--- src/rtl/mem_access_unit.sv ---
// mem_access_unit: request/done memory access unit driving split byte-lane banks,
// with alignment faults, wait states and data watchpoints.
module mem_access_unit #(
  parameter int ADDR_W      = 16,
  parameter int WAIT_CYCLES = 0,
  parameter int WP_COUNT    = 2,
  parameter int WPI_W       = (WP_COUNT > 1) ? $clog2(WP_COUNT) : 1
) (
  input  logic              Clock,
  input  logic              Reset,
  input  logic              req,
  output logic              ready,
  input  logic              wr,
  input  logic              byte_en,
  input  logic [ADDR_W-1:0] addr,
  input  logic [15:0]       wdata,
  output logic              done,
  output logic              fault,
  output logic [15:0]       rdata,
  output logic              wp_hit,
  output logic [WPI_W-1:0]  wp_idx,
  input  logic              wp_we,
  input  logic [WPI_W-1:0]  wp_sel,
  input  logic [ADDR_W-1:0] wp_addr,
  input  logic              wp_en,
  output logic [ADDR_W-2:0] mem_lb_addr,
  output logic [ADDR_W-2:0] mem_ub_addr,
  output logic [7:0]        mem_lb_wdata,
  output logic [7:0]        mem_ub_wdata,
  output logic              mem_lb_we,
  output logic              mem_ub_we,
  input  logic [7:0]        mem_lb_rdata,
  input  logic [7:0]        mem_ub_rdata
);
  typedef enum logic [1:0] {IDLE, ACCESS, DONE} state_t;
  state_t state;
  logic [4:0] cnt;
  logic a0_q, wr_q, be_q, hit_q;
  logic [WPI_W-1:0] idx_q;
  logic [ADDR_W-1:0] wp_a [WP_COUNT];
  logic [WP_COUNT-1:0] wp_v;
  logic hit;
  logic [WPI_W-1:0] hidx;
  // Descending scan so the lowest matching index wins.
  always_comb begin
    hit = 1'b0;
    hidx = '0;
    for (int i = WP_COUNT - 1; i >= 0; i--)
      if (wp_v[i] && (byte_en ? wp_a[i] == addr : wp_a[i][ADDR_W-1:1] == addr[ADDR_W-1:1])) begin
        hit = 1'b1;
        hidx = WPI_W'(i);
      end
  end
  always_ff @(posedge Clock) begin
    if (Reset) begin
      state <= IDLE;
      ready <= 1'b1;
      done <= 1'b0;
      fault <= 1'b0;
      rdata <= '0;
      wp_hit <= 1'b0;
      wp_idx <= '0;
      cnt <= '0;
      a0_q <= 1'b0;
      wr_q <= 1'b0;
      be_q <= 1'b0;
      hit_q <= 1'b0;
      idx_q <= '0;
      mem_lb_addr <= '0;
      mem_ub_addr <= '0;
      mem_lb_wdata <= '0;
      mem_ub_wdata <= '0;
      mem_lb_we <= 1'b0;
      mem_ub_we <= 1'b0;
      wp_v <= '0;
      for (int i = 0; i < WP_COUNT; i++) wp_a[i] <= '0;
    end else begin
      for (int i = 0; i < WP_COUNT; i++)
        if (wp_we && wp_sel == WPI_W'(i)) begin
          wp_a[i] <= wp_addr;
          wp_v[i] <= wp_en;
        end
      case (state)
        IDLE: if (req) begin
          ready <= 1'b0;
          a0_q <= addr[0];
          wr_q <= wr;
          be_q <= byte_en;
          if (!byte_en && addr[0]) begin
            state <= DONE;
            done <= 1'b1;
            fault <= 1'b1;
            wp_hit <= 1'b0;
          end else begin
            state <= ACCESS;
            cnt <= 5'(WAIT_CYCLES + 1);
            hit_q <= hit;
            idx_q <= hidx;
            mem_lb_addr <= addr[ADDR_W-1:1];
            mem_ub_addr <= addr[ADDR_W-1:1];
            mem_lb_wdata <= wdata[7:0];
            mem_ub_wdata <= byte_en ? wdata[7:0] : wdata[15:8];
            mem_lb_we <= wr && (!byte_en || !addr[0]);
            mem_ub_we <= wr && (!byte_en || addr[0]);
          end
        end
        ACCESS: begin
          mem_lb_we <= 1'b0;
          mem_ub_we <= 1'b0;
          cnt <= cnt - 5'd1;
          if (cnt == 5'd0) begin
            state <= DONE;
            done <= 1'b1;
            wp_hit <= hit_q;
            wp_idx <= idx_q;
            if (!wr_q)
              rdata <= be_q ? {8'h00, a0_q ? mem_ub_rdata : mem_lb_rdata} : {mem_ub_rdata, mem_lb_rdata};
          end
        end
        DONE: begin
          state <= IDLE;
          ready <= 1'b1;
          done <= 1'b0;
          fault <= 1'b0;
          wp_hit <= 1'b0;
        end
        default: state <= IDLE;
      endcase
    end
  end
endmodule

--- config.mk ---
export PLATFORM = sky130hd
export DESIGN_NAME = mem_access_unit
export DESIGN_NICKNAME = d
export VERILOG_FILES = /design/src/rtl/mem_access_unit.sv
export SDC_FILE = /design/constraint.sdc
export NUM_CORES = 1
export LEC_CHECK = 0
export BUFFER_PORTS_ARGS = -buffer_cell sky130_fd_sc_hd__buf_2
export CAP_MARGIN = 10
export CORE_ASPECT_RATIO = 0.6
export CORE_UTILIZATION = 40
export DETAILED_ROUTE_END_ITERATION = 12
export PLACE_DENSITY_LB_ADDON = 0.12
export REMOVE_ABC_BUFFERS = 1
export SETUP_SLACK_MARGIN = 0.4
export SLEW_MARGIN = 0
export SYNTH_ARGS = -nofsm -noshare
export SYNTH_HDL_FRONTEND = slang
export SYNTH_SLANG_ARGS = --single-unit
--- constraint.sdc ---
create_clock -name Clock -period 4 [get_ports Clock]
set_input_delay 0.2 -clock Clock [delete_from_list [all_inputs] [get_ports Clock]]
set_output_delay 0.2 -clock Clock [all_outputs]
set_load 0.005 [all_outputs]
==> qor.txt, run 1 <==
GR Util All Layers: 0.189
Worst rel slew slack: 0.325
P&R area growth vs syn: 21.9%
Crit path largest cell delay: 480 ps
Max Fclk: 507 MHz
Clk buf depth: 2
First-pass GRT wire length: 16500 µm
Post-layout nets: 625
Clock buffer count from CTS: 9
Final Skew: 5.31 ps
Hold_buf cts: 0
Mean post-synth cell area: 10.0 µm²
Drt via density: 4.81
Initial antenna violation count: 1
Initial drt markers: 151
Mapped Cells: 438
Clock latency on the worst-skew pair: 330 ps
Met2 wire len: 4250 µm
Register bit total from synthesis: 100
Largest net degree at the start of global routing: 57
Die area: 0.0114 mm²
DR pass1 iterations: 4
Crit. End Element: register
Startpoint Class: register
DRC: 0
Multi-input logic area: 0.00183 mm²
PnR Total Power: 2.44 mW
Arr. time, crit path: 2220 ps
Slew Viols, Final: 0
Most frequent cells in the layout: buf_2 (140), nand2_1 (72), dfxtp_1 (68), a21oi_1 (41)
Routability cong.: 0.758
Register area: 0.00232 mm²
Crit share post-route: 0.493
Port Buffer Count: 140
Status: completed
Tightest Pin Transition: 1010 ps
Max Cap Viol: 0
Setup_tns: 0 ps
Max FO, Critical Path: 24
CTS H-tree lvls: 3
Clk sinks: 100
Crit-path leading delay family: simple AND/OR/NAND/NOR gates
Top metal layer carrying routed signals: met4
CTS tree: yes
Cell variety after synth: 44
Post-route ant nets: 0
DP Wirelength: 7520 µm
Area of the core: 0.0106 mm²
DRT met1 WL: 5150 µm
Commonest non-fill, non-tap cell in the layout: buf_2
Layout cell share with drive strength beyond 1: 0.309
Die width: 137 µm
Core Rows: 29
Final hold violations: 0
Via count: 3356
Seq/Total Area, Yosys: 0.529
Remaining global-route overflow: 0
Power per Cell Area: 456 mW/mm²
Leakage power figure: 2.30 nW
Hold Path Class: in2reg
Wirelength per Cell: 14.8 µm
Setup Buffers After CTS: 0
Tmin final: 1970 ps
Crit path kind: reg2reg
Clk slew on worst S/H paths: 70 ps
Wire length on met3: 809 µm
Drt total wl: 10300 µm
Crit path required time: 4250 ps
Initial core utilization: 0.413
Final setup violation count: 0
Chip Height: 83.2 µm
RSZ-0062 raised after global routing: no
Ys Warns: 0
Slowest CP cell: nor2_4
FILL cells: 997
Post-cts resize count: 0
Critical path, cell by cell: inv_1 > ha_1 > nor4b_4 > nand2_2 > nor2_4 > nor2_1 > a311oi_2
I/O Pins: 141
Post-Syn Area: 0.00439 mm²
Buffer and inverter count on the worst path: 1
Clock Tree Root: clkbuf_16
Vias in the first global route: 3234
Maximum VDD drop: 0.000239 V
-- Yosys cell counts (all sizes together) --
master | instances | share of area
nor3 | 5 | 0.0057
a41oi | 1 | 0.0020
clkbuf | 13 | 0.011
dfxtp | 68 | 0.31
nor4 | 8 | 0.022
nor3b | 2 | 0.0034
nand3 | 11 | 0.013
a31oi | 1 | 0.0014
nand3b | 8 | 0.014
nand2b | 5 | 0.0088
mux2i | 13 | 0.030
or3 | 1 | 0.0014
a2bb2oi | 2 | 0.0040
nand4 | 3 | 0.0043
a211oi | 9 | 0.017
xor2 | 26 | 0.052
nor2b | 2 | 0.0028
ha | 1 | 0.0028
xnor2 | 9 | 0.018
a311oi | 8 | 0.022
and4 | 1 | 0.0020
o21ai | 3 | 0.0034
or2 | 2 | 0.0029
buf | 26 | 0.040
edfxtp | 32 | 0.22
nor4b | 3 | 0.0094
and2 | 18 | 0.026
o21a | 2 | 0.0034
o221a | 1 | 0.0026
a32o | 1 | 0.0026
inv | 5 | 0.0043
nand2 | 73 | 0.063
nor2 | 34 | 0.032
a21oi | 41 | 0.047
-- worst paths after layout --
kind / slack, ps / cells after the start / startpoint / to
hold / removal: 110 / 3 / wdata[2] / mem_lb_wdata[2]$_SDFFE_PP0P_
setup reg to reg: 2030 / 7 / cnt[0]$_SDFFE_PP0P_ / rdata[5]$_SDFFE_PP0P_
setup / recovery: 2030 / 7 / cnt[0]$_SDFFE_PP0P_ / rdata[5]$_SDFFE_PP0P_
hold reg to reg: 450 / 2 / rdata[10]$_SDFFE_PP0P_ / rdata[10]$_SDFFE_PP0P_
-- flip-flops by register name (all words and copies together) (netlist names) --
signal / count
a0_q: 1
be_q: 1
cnt: 5
done: 1
fault: 1
hit_q: 1
idx_q: 1
mem_lb_wdata: 8
mem_lb_we: 1
mem_ub_addr: 15
mem_ub_wdata: 8
mem_ub_we: 1
rdata: 16
ready: 1
state: 2
wp_a: 32
wp_hit: 1
wp_idx: 1
wp_v: 2
wr_q: 1
-- worst register-to-register path, delay by kind of cell, from the launching register on --
| family | cells | cell delay, ps |
|---|---|---|
| AOI/OAI and AO/OA | 1 | 250 |
| buffers and inverters | 1 | 90 |
| and+or+nand+nor | 4 | 1010 |
| adders and majority gates | 1 | 210 |
| DFF | 1 | 340 |
-- cell type report --
class / instances / share of cell area
multi-input combinational: 294 / 0.341
clock inverter: 7 / 0.0126
tap: 139 / 0.0325
timing repair buffer: 142 / 0.134
sequential: 100 / 0.434
inverter: 5 / 0.00351
antenna: 1 / 0.000467
clock buffer: 9 / 0.0421
-- report_power, final --
| part | internal, mW | switching [mW] | total, mW |
|---|---|---|---|
| Combinational | 0.173 | 0.221 | 0.393 |
| Clock | 0.482 | 0.373 | 0.855 |
| Sequential | 1.14 | 0.0577 | 1.20 |
-- per-layer routing --
| layer | vias to the layer above | GRT usage |
|---|---|---|
| li1 | 1716 | - |
| met1 | 1515 | 0.273 |
| met2 | 115 | 0.275 |
| met3 | 10 | 0.0611 |
| met4 | 0 | 0.0360 |
| met5 | - | 0 |
-- logic make-up (layout without fill, tap and decap cells) --
logic type                 after synthesis  count (layout)  share of synthesized area
buffers and inverters                   44             163                     0.0550
adders and majority gates                1               1                    0.00285
AOI/OAI and AO/OA                       69              69                      0.104
muxes                                   13              13                     0.0296
xor gates and xnor gates                35              35                     0.0698
DFF                                    100             100                      0.529
and+or+nand+nor                        176             176                      0.210
other                                    0               1                          0
-- stage by stage --
stage	cell area, µm²	worst slack, ps	utilization	cells	hold WS, ps
final	5350	2030	0.504	697	113
after global routing	5350	1860	0.503	696	102
after CTS	5350	2030	0.503	696	103
after detailed placement	5060	2010	0.476	680	446
after global placement	5060	2060	0.476	680	437
after floorplan	4170	2190	-	399	265
Note: power is estimated with default switching activity, not from simulation.
==> run 2, diff against run 1 <==
==> constraint.sdc (replaced) <==
create_clock -name Clock -period 1.9 [get_ports Clock]
set_input_delay 0.095 -clock Clock [delete_from_list [all_inputs] [get_ports Clock]]
set_output_delay 0.095 -clock Clock [all_outputs]
set_load 0.005 [all_outputs]
==> run 2 against run 1 <==
  * Global-route usage grew 1.8 points
  * Power increased by 120%
  * Critical path depth down 2
  * First-iteration DRC count increased by 46%
  * Critical path type unchanged
==> qor.txt, run 2 (synthesis results as in run 1) <==
DP Wirelength: 7820 µm
R2R Setup Slk: 220 ps
Initial antenna violation count: 0
Wirelength per Cell: 15.3 µm
GR Util met2: 0.283
Crit path required time: 2120 ps
I/O Pins: 141
Setup_tns: 0 ps
P&R area growth vs syn: 31.9%
M3 GR Usage: 0.0543
Top reg by flops: wp_a
Chip Height: 83.2 µm
Drt via density: 4.90
Final hold violations: 0
Routability cong.: 0.769
Drt total wl: 11100 µm
Initial core utilization: 0.413
Max Fclk: 596 MHz
Layout cell share with drive strength beyond 1: 0.375
Status: completed
Clock Tree Root: clkbuf_16
Final setup violation count: 0
Placed Cells: 691
Core Rows: 29
Most frequent cells in the layout: buf_2 (140), nand2_1 (68), dfxtp_1 (64), a21oi_1 (36), edfxtp_1 (32)
Via count: 3556
Leakage power figure: 2.51 nW
Clock latency on the worst-skew pair: 330 ps
Arr. time, crit path: 1900 ps
Final Skew: 5.18 ps
Clock buffer count from CTS: 9
Crit path kind: reg2reg
GR Util All Layers: 0.206
Post-route ant nets: 0
Number of flip-flops in the largest register: 32
RSZ-0062 raised after global routing: yes
Maximum VDD drop: 0.000494 V
M1 GR Usage: 0.317
Commonest non-fill, non-tap cell in the layout: buf_2
Startpoint Class: register
Slew Viols, Final: 0
Largest net degree at the start of global routing: 67
Vias in the first global route: 3413
PnR Total Power: 5.47 mW
Max FO, Critical Path: 2
Antenna cell count: 0
Max Cap Viol: 0
Worst rel slew slack: 0.363
DR pass1 iterations: 4
FILL cells: 976
GRT busiest layer: met1
Crit. End Element: register
Remaining global-route overflow: 0
Crit share post-route: 0.883
Die width: 137 µm
Clk sinks: 100
Port Buffer Count: 140
Tmin final: 1680 ps
Initial drt markers: 221
Post-layout nets: 655
DRC: 0
First-pass GRT wire length: 17900 µm
Hold Path Class: in2reg
Largest regs: wp_a: 32 flops, rdata: 16 flops, mem_ub_addr: 15 flops
Area of the core: 0.0106 mm²
Clk slew on worst S/H paths: 60 ps
CTS tree: yes
Power per Cell Area: 945 mW/mm²
Fin cells: 726
CTS H-tree lvls: 3
Tightest Pin Transition: 954 ps
Clk buf depth: 2
Die area: 0.0114 mm²
[run 2: changes by cell type in the layout (fill, tap and decap cells not counted), moves of 3 or more]
cell     before  now
buf_4         2   18
buf_6         0    6
a21oi_1      41   36
dfxtp_2       0    4
nand2_2       1    5
buf_12        0    3
a21oi_2       0    5
nand2_1      72   68
buf_16        0    3
dfxtp_1      68   64
[run 2: what timing repair did]
item	CTS	global route
setup endpoints to repair	30	51
hold buffers	2	0
cloned	3	0
pin swaps	22	8
setup buffers	11	3
resized for setup	21	16
endpoints found under the hold margin	2	0
[run 2: worst paths after layout]
check,startpoint,to,cells after the start
worst max register to register,wp_a[0][8]$_DFFE_PP_,idx_q$_SDFFE_PP0P_,5
worst min-delay path,wdata[4],mem_lb_wdata[4]$_SDFFE_PP0P_,3
worst max-delay path,wp_a[0][8]$_DFFE_PP_,idx_q$_SDFFE_PP0P_,5
worst min register to register,ready$_SDFFE_PP1P_,ready$_SDFFE_PP1P_,2
[run 2: layer usage]
layer,up-vias,wire length (µm)
met4,0,55
li1,1786,-
met1,1645,5740
met3,5,648
met5,-,0
met2,120,4640
[run 2: power breakdown]
part / switching, mW / leakage (nW) / total, mW / internal, mW
Sequential: 0.112 / 0.883 / 2.51 / 2.40
Combinational: 0.543 / 1.48 / 1.07 / 0.525
Clock: 0.750 / 0.147 / 1.90 / 1.15
Total: 1.40 / 2.51 / 5.47 / 4.07
[run 2: worst max-delay path: stages (launching register included)]
cell	delay, ps
edfxtp_1	370
xor2_1	170
nor4_4	360
a41oi_1	160
o221a_1	290
a32o_2	220
[run 2: final cells by class]
cell class / count / area [µm²] / share of cell area
sequential: 100 / 2330 / 0.402
tap: 139 / 174 / 0.0300
multi-input combinational: 294 / 1900 / 0.328
inverter: 5 / 18.8 / 0.00324
clock inverter: 5 / 76.3 / 0.0132
timing repair buffer: 172 / 1070 / 0.184
clock buffer: 11 / 233 / 0.0402
[run 2: metrics by stage]
stage	cell area, µm²	worst slack (ps)	util	hold slack (ps)
global placement	5150	235	0.485	346
finish	5790	221	0.545	15.7
floorplan	4170	89.0	-	160
CTS	5720	227	0.538	0.336
detailed placement	5150	159	0.485	359
global route	5790	130	0.545	7.63
